### src/rtl/merge_rr_pkg.sv
// merge_rr_pkg: shared definitions for the merge_rr round-robin arbiter.
//   - state_t        : arbiter FSM encoding (IDLE=1'b0, BUSY=1'b1)
//   - TMO_CNT_W      : width of the optional transaction timeout counter
//   - wrap_inc()     : index increment modulo a master count
package merge_rr_pkg;

    typedef enum logic {
        ST_IDLE = 1'b0,
        ST_BUSY = 1'b1
    } state_t;

    localparam int TMO_CNT_W = 16;

    function automatic int wrap_inc(input int idx, input int n);
        return (idx + 1 >= n) ? 0 : idx + 1;
    endfunction

endpackage

### src/rtl/merge_rr_rr_pick.sv
// rr_pick: combinational round-robin priority encoder.
// Ports:
//   valid [N-1:0]  request vector
//   ptr            highest-priority index for this search
//   idx            first set index found searching ptr, ptr+1, ... modulo N
//   found          1 when any valid bit is set
module rr_pick #(
    parameter int N = 2,
    localparam int IW = $clog2(N)
) (
    input  logic [N-1:0]  valid,
    input  logic [IW-1:0] ptr,
    output logic [IW-1:0] idx,
    output logic          found
);

    logic [IW-1:0] j;

    always_comb begin
        idx   = '0;
        found = 1'b0;
        j     = '0;
        for (int k = 0; k < N; k++) begin
            j = IW'((int'(ptr) + k) % N);
            if (!found && valid[j]) begin
                idx   = j;
                found = 1'b1;
            end
        end
    end

endmodule

### src/rtl/merge_rr.sv
// merge_rr: sequential round-robin arbiter sharing one native-bus slave
// between N_MASTERS masters. The grant is locked from arbitration until the
// slave answers with ready (or the granted master withdraws its request).
//
// Bus formats: request = {valid, addr, wdata, wstrb} (valid at MSB),
//              response = {rdata, ready}.
// Ports:
//   clk, rst  clock, asynchronous active-high reset
//   m_req     N_MASTERS concatenated master requests (master i at slice i)
//   m_resp    N_MASTERS concatenated master responses (master i at slice i)
//   s_req     request forwarded to the shared slave
//   s_resp    slave response
//   grant     registered index of the owning master
//   busy      registered, high while a transaction is in progress
//   err       (MERGE_RR_TIMEOUT_EN only) one-cycle pulse on a slave timeout
//
// Optional feature: define MERGE_RR_TIMEOUT_EN to add parameter TIMEOUT and
// port err. A transaction still waiting for ready on its TIMEOUT-th BUSY
// cycle is completed locally with rdata all-ones.
module merge_rr
    import merge_rr_pkg::*;
#(
    parameter int N_MASTERS = 2,
    parameter int DATA_W    = 32,
    parameter int ADDR_W    = 32,
`ifdef MERGE_RR_TIMEOUT_EN
    parameter int TIMEOUT   = 255,
`endif
    localparam int REQ_W    = 1 + ADDR_W + DATA_W + DATA_W / 8,
    localparam int RESP_W   = DATA_W + 1,
    localparam int GW       = $clog2(N_MASTERS)
) (
    input  logic                        clk,
    input  logic                        rst,
    input  logic [N_MASTERS*REQ_W-1:0]  m_req,
    output logic [N_MASTERS*RESP_W-1:0] m_resp,
    output logic [REQ_W-1:0]            s_req,
    input  logic [RESP_W-1:0]           s_resp,
    output logic [GW-1:0]               grant,
    output logic                        busy
`ifdef MERGE_RR_TIMEOUT_EN
    ,
    output logic                        err
`endif
);

    state_t          state_q, state_d;
    logic [GW-1:0]   grant_q, grant_d;
    logic [GW-1:0]   ptr_q, ptr_d;
    logic            busy_q, busy_d;

    logic [N_MASTERS-1:0] vld_vec;
    logic [GW-1:0]        pick_idx;
    logic                 pick_found;
    logic [GW-1:0]        ptr_inc;
    logic [REQ_W-1:0]     g_req;
    logic                 g_vld;
    logic                 s_ready;

`ifdef MERGE_RR_TIMEOUT_EN
    localparam logic [TMO_CNT_W-1:0] TMO_LAST = TMO_CNT_W'(TIMEOUT - 1);
    logic [TMO_CNT_W-1:0] cnt_q, cnt_d;
    // err_q marks the BUSY cycle in which the timeout response is issued,
    // which keeps err a plain register output.
    logic                 err_q, err_d;
`endif

    always_comb begin
        vld_vec = '0;
        for (int i = 0; i < N_MASTERS; i++) begin
            vld_vec[i] = m_req[i*REQ_W + REQ_W - 1];
        end
    end

    rr_pick #(.N(N_MASTERS)) u_pick (
        .valid (vld_vec),
        .ptr   (ptr_q),
        .idx   (pick_idx),
        .found (pick_found)
    );

    assign g_req   = m_req[int'(grant_q)*REQ_W +: REQ_W];
    assign g_vld   = g_req[REQ_W-1];
    assign s_ready = s_resp[0];
    assign ptr_inc = GW'(wrap_inc(int'(grant_q), N_MASTERS));

    always_comb begin
        state_d = state_q;
        grant_d = grant_q;
        ptr_d   = ptr_q;
        busy_d  = busy_q;
        s_req   = '0;
        m_resp  = '0;
`ifdef MERGE_RR_TIMEOUT_EN
        cnt_d   = cnt_q;
        err_d   = 1'b0;
`endif
        case (state_q)
            ST_IDLE: begin
                if (pick_found) begin
                    grant_d = pick_idx;
                    busy_d  = 1'b1;
                    state_d = ST_BUSY;
`ifdef MERGE_RR_TIMEOUT_EN
                    cnt_d   = '0;
                    err_d   = (TMO_LAST == '0);
`endif
                end
            end
            ST_BUSY: begin
                m_resp[int'(grant_q)*RESP_W +: RESP_W] = s_resp;
`ifdef MERGE_RR_TIMEOUT_EN
                if (err_q) begin
                    // Slave never answered: complete locally, keep it off the bus.
                    m_resp[int'(grant_q)*RESP_W +: RESP_W] = {{DATA_W{1'b1}}, 1'b1};
                    ptr_d   = ptr_inc;
                    busy_d  = 1'b0;
                    state_d = ST_IDLE;
                end else
`endif
                if (!g_vld) begin
                    // Owner withdrew before ready: abort without forwarding.
                    ptr_d   = ptr_inc;
                    busy_d  = 1'b0;
                    state_d = ST_IDLE;
                end else begin
                    s_req = g_req;
                    if (s_ready) begin
                        ptr_d   = ptr_inc;
                        busy_d  = 1'b0;
                        state_d = ST_IDLE;
                    end
`ifdef MERGE_RR_TIMEOUT_EN
                    else begin
                        cnt_d = cnt_q + 1'b1;
                        err_d = (cnt_q + 1'b1 == TMO_LAST);
                    end
`endif
                end
            end
            default: state_d = ST_IDLE;
        endcase
    end

    always_ff @(posedge clk or posedge rst) begin
        if (rst) begin
            state_q <= ST_IDLE;
            grant_q <= '0;
            ptr_q   <= '0;
            busy_q  <= 1'b0;
`ifdef MERGE_RR_TIMEOUT_EN
            cnt_q   <= '0;
            err_q   <= 1'b0;
`endif
        end else begin
            state_q <= state_d;
            grant_q <= grant_d;
            ptr_q   <= ptr_d;
            busy_q  <= busy_d;
`ifdef MERGE_RR_TIMEOUT_EN
            cnt_q   <= cnt_d;
            err_q   <= err_d;
`endif
        end
    end

    assign grant = grant_q;
    assign busy  = busy_q;
`ifdef MERGE_RR_TIMEOUT_EN
    assign err   = err_q;
`endif

endmodule

### config.mk
export PLATFORM = sky130hd
export DESIGN_NAME = merge_rr
export DESIGN_NICKNAME = d
export VERILOG_FILES = /design/src/rtl/merge_rr_pkg.sv /design/src/rtl/merge_rr_rr_pick.sv /design/src/rtl/merge_rr.sv
export SDC_FILE = /design/constraint.sdc
export NUM_CORES = 1
export LEC_CHECK = 0
export ABC_AREA = 1
export BUFFER_PORTS_ARGS = -buffer_cell sky130_fd_sc_hd__buf_2
export CORE_AREA = 3 3 120 122
export CTS_CLUSTER_DIAMETER = 150
export DETAILED_ROUTE_END_ITERATION = 8
export DIE_AREA = 0 0 123 125
export HOLD_SLACK_MARGIN = 0.02
export PLACE_DENSITY = 0.52
export SLEW_MARGIN = 10
export SYNTH_ARGS = -nofsm -noshare
export SYNTH_HDL_FRONTEND = slang
export SYNTH_SLANG_ARGS = --single-unit
### constraint.sdc
create_clock -name clk -period 1.5 [get_ports clk]
set_clock_uncertainty 0.15 [all_clocks]
set_input_delay 0.075 -clock clk [delete_from_list [all_inputs] [get_ports clk]]
set_output_delay 0.075 -clock clk [all_outputs]
set_load 0.005 [all_outputs]
==> results.rst <==
.. list-table::
   :header-rows: 1

   * - Metric
     - Value
   * - Run status
     - finished, violations left
   * - Violated checks
     - setup timing
   * - Mean post-synth cell area
     - ~4.5 sq um
   * - Element type at the critical path start
     - register
   * - Kind of capture point of the worst setup path
     - primary output
   * - Class of the worst hold path
     - in -> reg
   * - Register-to-Register Path Depth
     - 4
   * - First-iteration detailed-routing DRC count
     - about 130
   * - Root buffer selected by CTS
     - sky130_fd_sc_hd__clkbuf_16
   * - Utilization after layout
     - a little under a third
   * - Final cell count without fillers
     - 860
   * - Number of buffers on the longest clock path
     - 2
   * - Worst hold slack across all endpoints
     - around 23 ps
   * - VDD IR max
     - ~520 uV
   * - Cell count after synthesis
     - about 360
   * - Highest metal layer used by the detailed router
     - met4
   * - Via count of the first global-routing pass
     - 3136
   * - Routed metal-1 wirelength
     - around 4800 um
   * - Residual antenna-violating net count after detailed routing
     - 0
   * - RePlAce Congestion
     - 0.762
   * - Reg clk slew, reported paths
     - 40 ps
   * - Final critical-path share of the clock period
     - 113%
   * - Final antenna diode count
     - 0
   * - RSZ-0062 raised after global routing
     - yes
   * - First-pass GRT wire length
     - approximately 16000 um
   * - Power density over the cells
     - about 1600 mW/mm^2
   * - 1st-pass router iterations
     - 4
   * - Routed wire length on met3
     - between 900 and 1000 um
   * - Post-Syn Nets
     - 532
   * - Antenna violations before repair
     - 0
   * - Total via count in the routed design
     - 3396
   * - Initial cell density of the core
     - between 10% and 20%
   * - Pin count of the biggest net entering global routing
     - 34
   * - R2R Path End
     - grant$_DFFE_PP0P_
   * - Final Max Slew Viols
     - 0
   * - Global-route usage over all layers
     - 13.0%
   * - Count of filler cells inserted in the layout
     - ~1500
   * - Detail Route met2 WL
     - between 6000 and 7000 um
   * - Quantity of I/O buffers inserted on ports
     - ~310
   * - Maximum level of the CTS H-tree
     - 1
   * - Maximum Capacitance Violations
     - 0
   * - Static power due to leakage
     - 0.00262 uW
   * - Slew at the pin with the worst max-slew slack
     - roughly 270 ps
   * - CP Capture Point
     - s_req[8]
   * - Register Area
     - between 100 and 150 sq um
   * - Kind of critical path
     - reg -> out
   * - Launch instance of the worst register-to-register path
     - grant$_DFFE_PP0P_
   * - Syn Std Cell Area
     - roughly 0.0016 sq mm
   * - Slack of the worst reg-to-reg path
     - about 160 ps
   * - Worst Hold Path Cells
     - 3
   * - Fin worst setup slack
     - -200 ps
   * - Number of synthesis warnings
     - 0
   * - CP Max Fanout
     - 7
   * - Die area
     - around 0.015 sq mm
   * - Critical Path AT
     - around 1500 ps
   * - Timing-limited maximum frequency
     - a little under 600 MHz
   * - Tightest slew margin relative to the limit
     - approximately 82%
   * - Synthesis-stage register bit count
     - 4
   * - Required time at the endpoint of the critical path
     - approximately 1300 ps
   * - Total routed wirelength
     - ~12000 um
   * - Half-perimeter wire length of the detailed placement result
     - 7750 um
   * - Share of post-route cells with drive strength above 1
     - about three fifths
   * - Share of the yosys chip area belonging to registers
     - 6.22%
   * - Final setup violating endpoints
     - 103
   * - Final routed DRC violation total
     - 0
   * - Launch point of the worst path
     - grant$_DFFE_PP0P_
   * - CTS tree
     - yes
   * - Vertical extent of the die
     - roughly 130 um
   * - Vias per cell
     - about 4
   * - Latest clock arrival within the worst-skew pair
     - roughly 230 ps
   * - Total area of multi-input combinational cells
     - about 0.0014 sq mm
   * - Aggregate negative setup slack
     - -15000 ps
   * - # IOs
     - 310
   * - Area growth from synthesis to layout
     - 158%
   * - Shortest clock period the worst path allows after layout
     - between 1500 and 2000 ps
   * - Number of CTS-inserted buffers
     - 3
   * - Post-layout nets
     - around 860
   * - Hold Fails Final Rpt
     - 0
   * - Area of the placeable core
     - 0.0133 sq mm
   * - Core Rows
     - 42
   * - Per-cell routed wire length
     - about 14 um
   * - Cell variety after synth
     - 15
   * - Die Span X
     - 123 um
   * - Clock sinks
     - 4
   * - Inst Count DP
     - just over 800
   * - Grt ovf
     - 0
==> worst min-delay path by stage <==
stage                   start           endpoint
floorplan                 rst   busy$_DFFE_PP0P_
global placement          rst  state_q$_DFF_PP0_
detailed placement        rst   busy$_DFFE_PP0P_
CTS                 m_req[68]   busy$_DFFE_PP0P_
global route        m_req[68]   busy$_DFFE_PP0P_
finish              m_req[68]   busy$_DFFE_PP0P_
==> layout by cell type, fill, tap and decap left out <==
cell | netlist | layout
sky130_fd_sc_hd__o21ai_0 | 4 | 4
sky130_fd_sc_hd__nand3_1 | 2 | 2
sky130_fd_sc_hd__bufbuf_16 | 0 | 3
sky130_fd_sc_hd__buf_2 | 12 | 309
sky130_fd_sc_hd__dfrtp_2 | 0 | 2
sky130_fd_sc_hd__a21oi_1 | 59 | 28
sky130_fd_sc_hd__buf_6 | 2 | 3
sky130_fd_sc_hd__buf_4 | 3 | 14
sky130_fd_sc_hd__buf_8 | 0 | 3
sky130_fd_sc_hd__nor2_1 | 66 | 65
sky130_fd_sc_hd__inv_2 | 1 | 1
sky130_fd_sc_hd__a21oi_2 | 9 | 40
sky130_fd_sc_hd__nand2_8 | 0 | 1
sky130_fd_sc_hd__nor2_2 | 0 | 1
sky130_fd_sc_hd__buf_12 | 0 | 6
sky130_fd_sc_hd__buf_16 | 0 | 5
sky130_fd_sc_hd__dlygate4sd3_1 | 0 | 2
sky130_fd_sc_hd__nand2_1 | 145 | 143
sky130_fd_sc_hd__clkbuf_16 | 0 | 8
sky130_fd_sc_hd__nand3_4 | 0 | 1
sky130_fd_sc_hd__clkbuf_1 | 12 | 1
sky130_fd_sc_hd__inv_1 | 38 | 37
sky130_fd_sc_hd__inv_4 | 0 | 1
sky130_fd_sc_hd__nand2_4 | 0 | 2
sky130_fd_sc_hd__dfrtp_1 | 4 | 2
==> timing repair <==
action,CTS,global route
setup buffers,9,3
gates cloned,8,5
resized for setup,35,24
pin swaps,2,1
hold endpoints to repair,5,0
hold buffers,2,0
setup endpoints to repair,102,136
==> worst max-delay path, cell delays in order, from the launching register on <==
cell	delay, ps
sky130_fd_sc_hd__dfrtp_2	420
sky130_fd_sc_hd__inv_4	70
sky130_fd_sc_hd__nand2_4	70
sky130_fd_sc_hd__nand3_4	100
sky130_fd_sc_hd__buf_6	170
sky130_fd_sc_hd__buf_8	140
sky130_fd_sc_hd__a21oi_2	140
sky130_fd_sc_hd__buf_2	140
==> kinds of logic (layout without fill, tap and decap cells) <==
logic type             Yosys count  count (layout)  synth area share, %
AND/OR/NAND/NOR                215             215                 50.9
AO/OA/AOI/OAI                   72              72                 24.5
buffers and inverters           68             393                 18.4
flip-flops                       4               4                 6.22
==> metal layers <==
| metal | track usage, % | vias up |
|---|---|---|
| met5 | 0 | - |
| met4 | 2.61 | 0 |
| met3 | 1.54 | 13 |
| met2 | 24.7 | 184 |
| met1 | 15.3 | 1454 |
| li1 | - | 1745 |
==> metrics by stage <==
| stage | area (sq um) | total power, uW | setup slack (ps) |
|---|---|---|---|
| floorplan | 1610 | 2340 | 154 |
| global placement | 3390 | 4250 | 59.3 |
| detailed placement | 3390 | 4200 | 63.4 |
| CTS | 3910 | 5960 | -173 |
| global route | 4150 | 7120 | -277 |
| finish | 4150 | 6570 | -200 |
==> layout make-up <==
| class | instances | area share (%) |
|---|---|---|
| timing repair buffer | 350 | 53.8 |
| multi-input combinational | 287 | 33.0 |
| tap | 176 | 5.31 |
| inverter | 39 | 3.59 |
| sequential | 4 | 2.47 |
| clock buffer | 4 | 1.90 |
==> report_power, final <==
| group | switching (uW) | total, uW | internal [uW] |
|---|---|---|---|
| Sequential | 73.0 | 240 | 167 |
| Combinational | 2980 | 5890 | 2910 |
| Clock | 87.9 | 440 | 352 |
==> synth_stat cells <==
cell                       count  area share, %
sky130_fd_sc_hd__a21oi_1      59             18
sky130_fd_sc_hd__o21ai_0       4            1.2
sky130_fd_sc_hd__nand3_2       1           0.62
sky130_fd_sc_hd__a21oi_2       9            4.9
sky130_fd_sc_hd__buf_2        12            3.7
sky130_fd_sc_hd__dfrtp_1       4            6.2
sky130_fd_sc_hd__inv_2         1           0.23
sky130_fd_sc_hd__clkbuf_1     12            2.8
sky130_fd_sc_hd__inv_1        38            8.9
sky130_fd_sc_hd__nand2_1     145             34
sky130_fd_sc_hd__buf_4         3            1.4
sky130_fd_sc_hd__nand2_2       1           0.39
sky130_fd_sc_hd__buf_6         2            1.4
sky130_fd_sc_hd__nor2_1       66             15
sky130_fd_sc_hd__nand3_1       2           0.62
==> registers in the layout (all words and copies together) (netlist names) <==
name / cells
ptr_q: 1
state_q: 1
busy: 1
grant: 1
(Power assumes the default switching activity.)
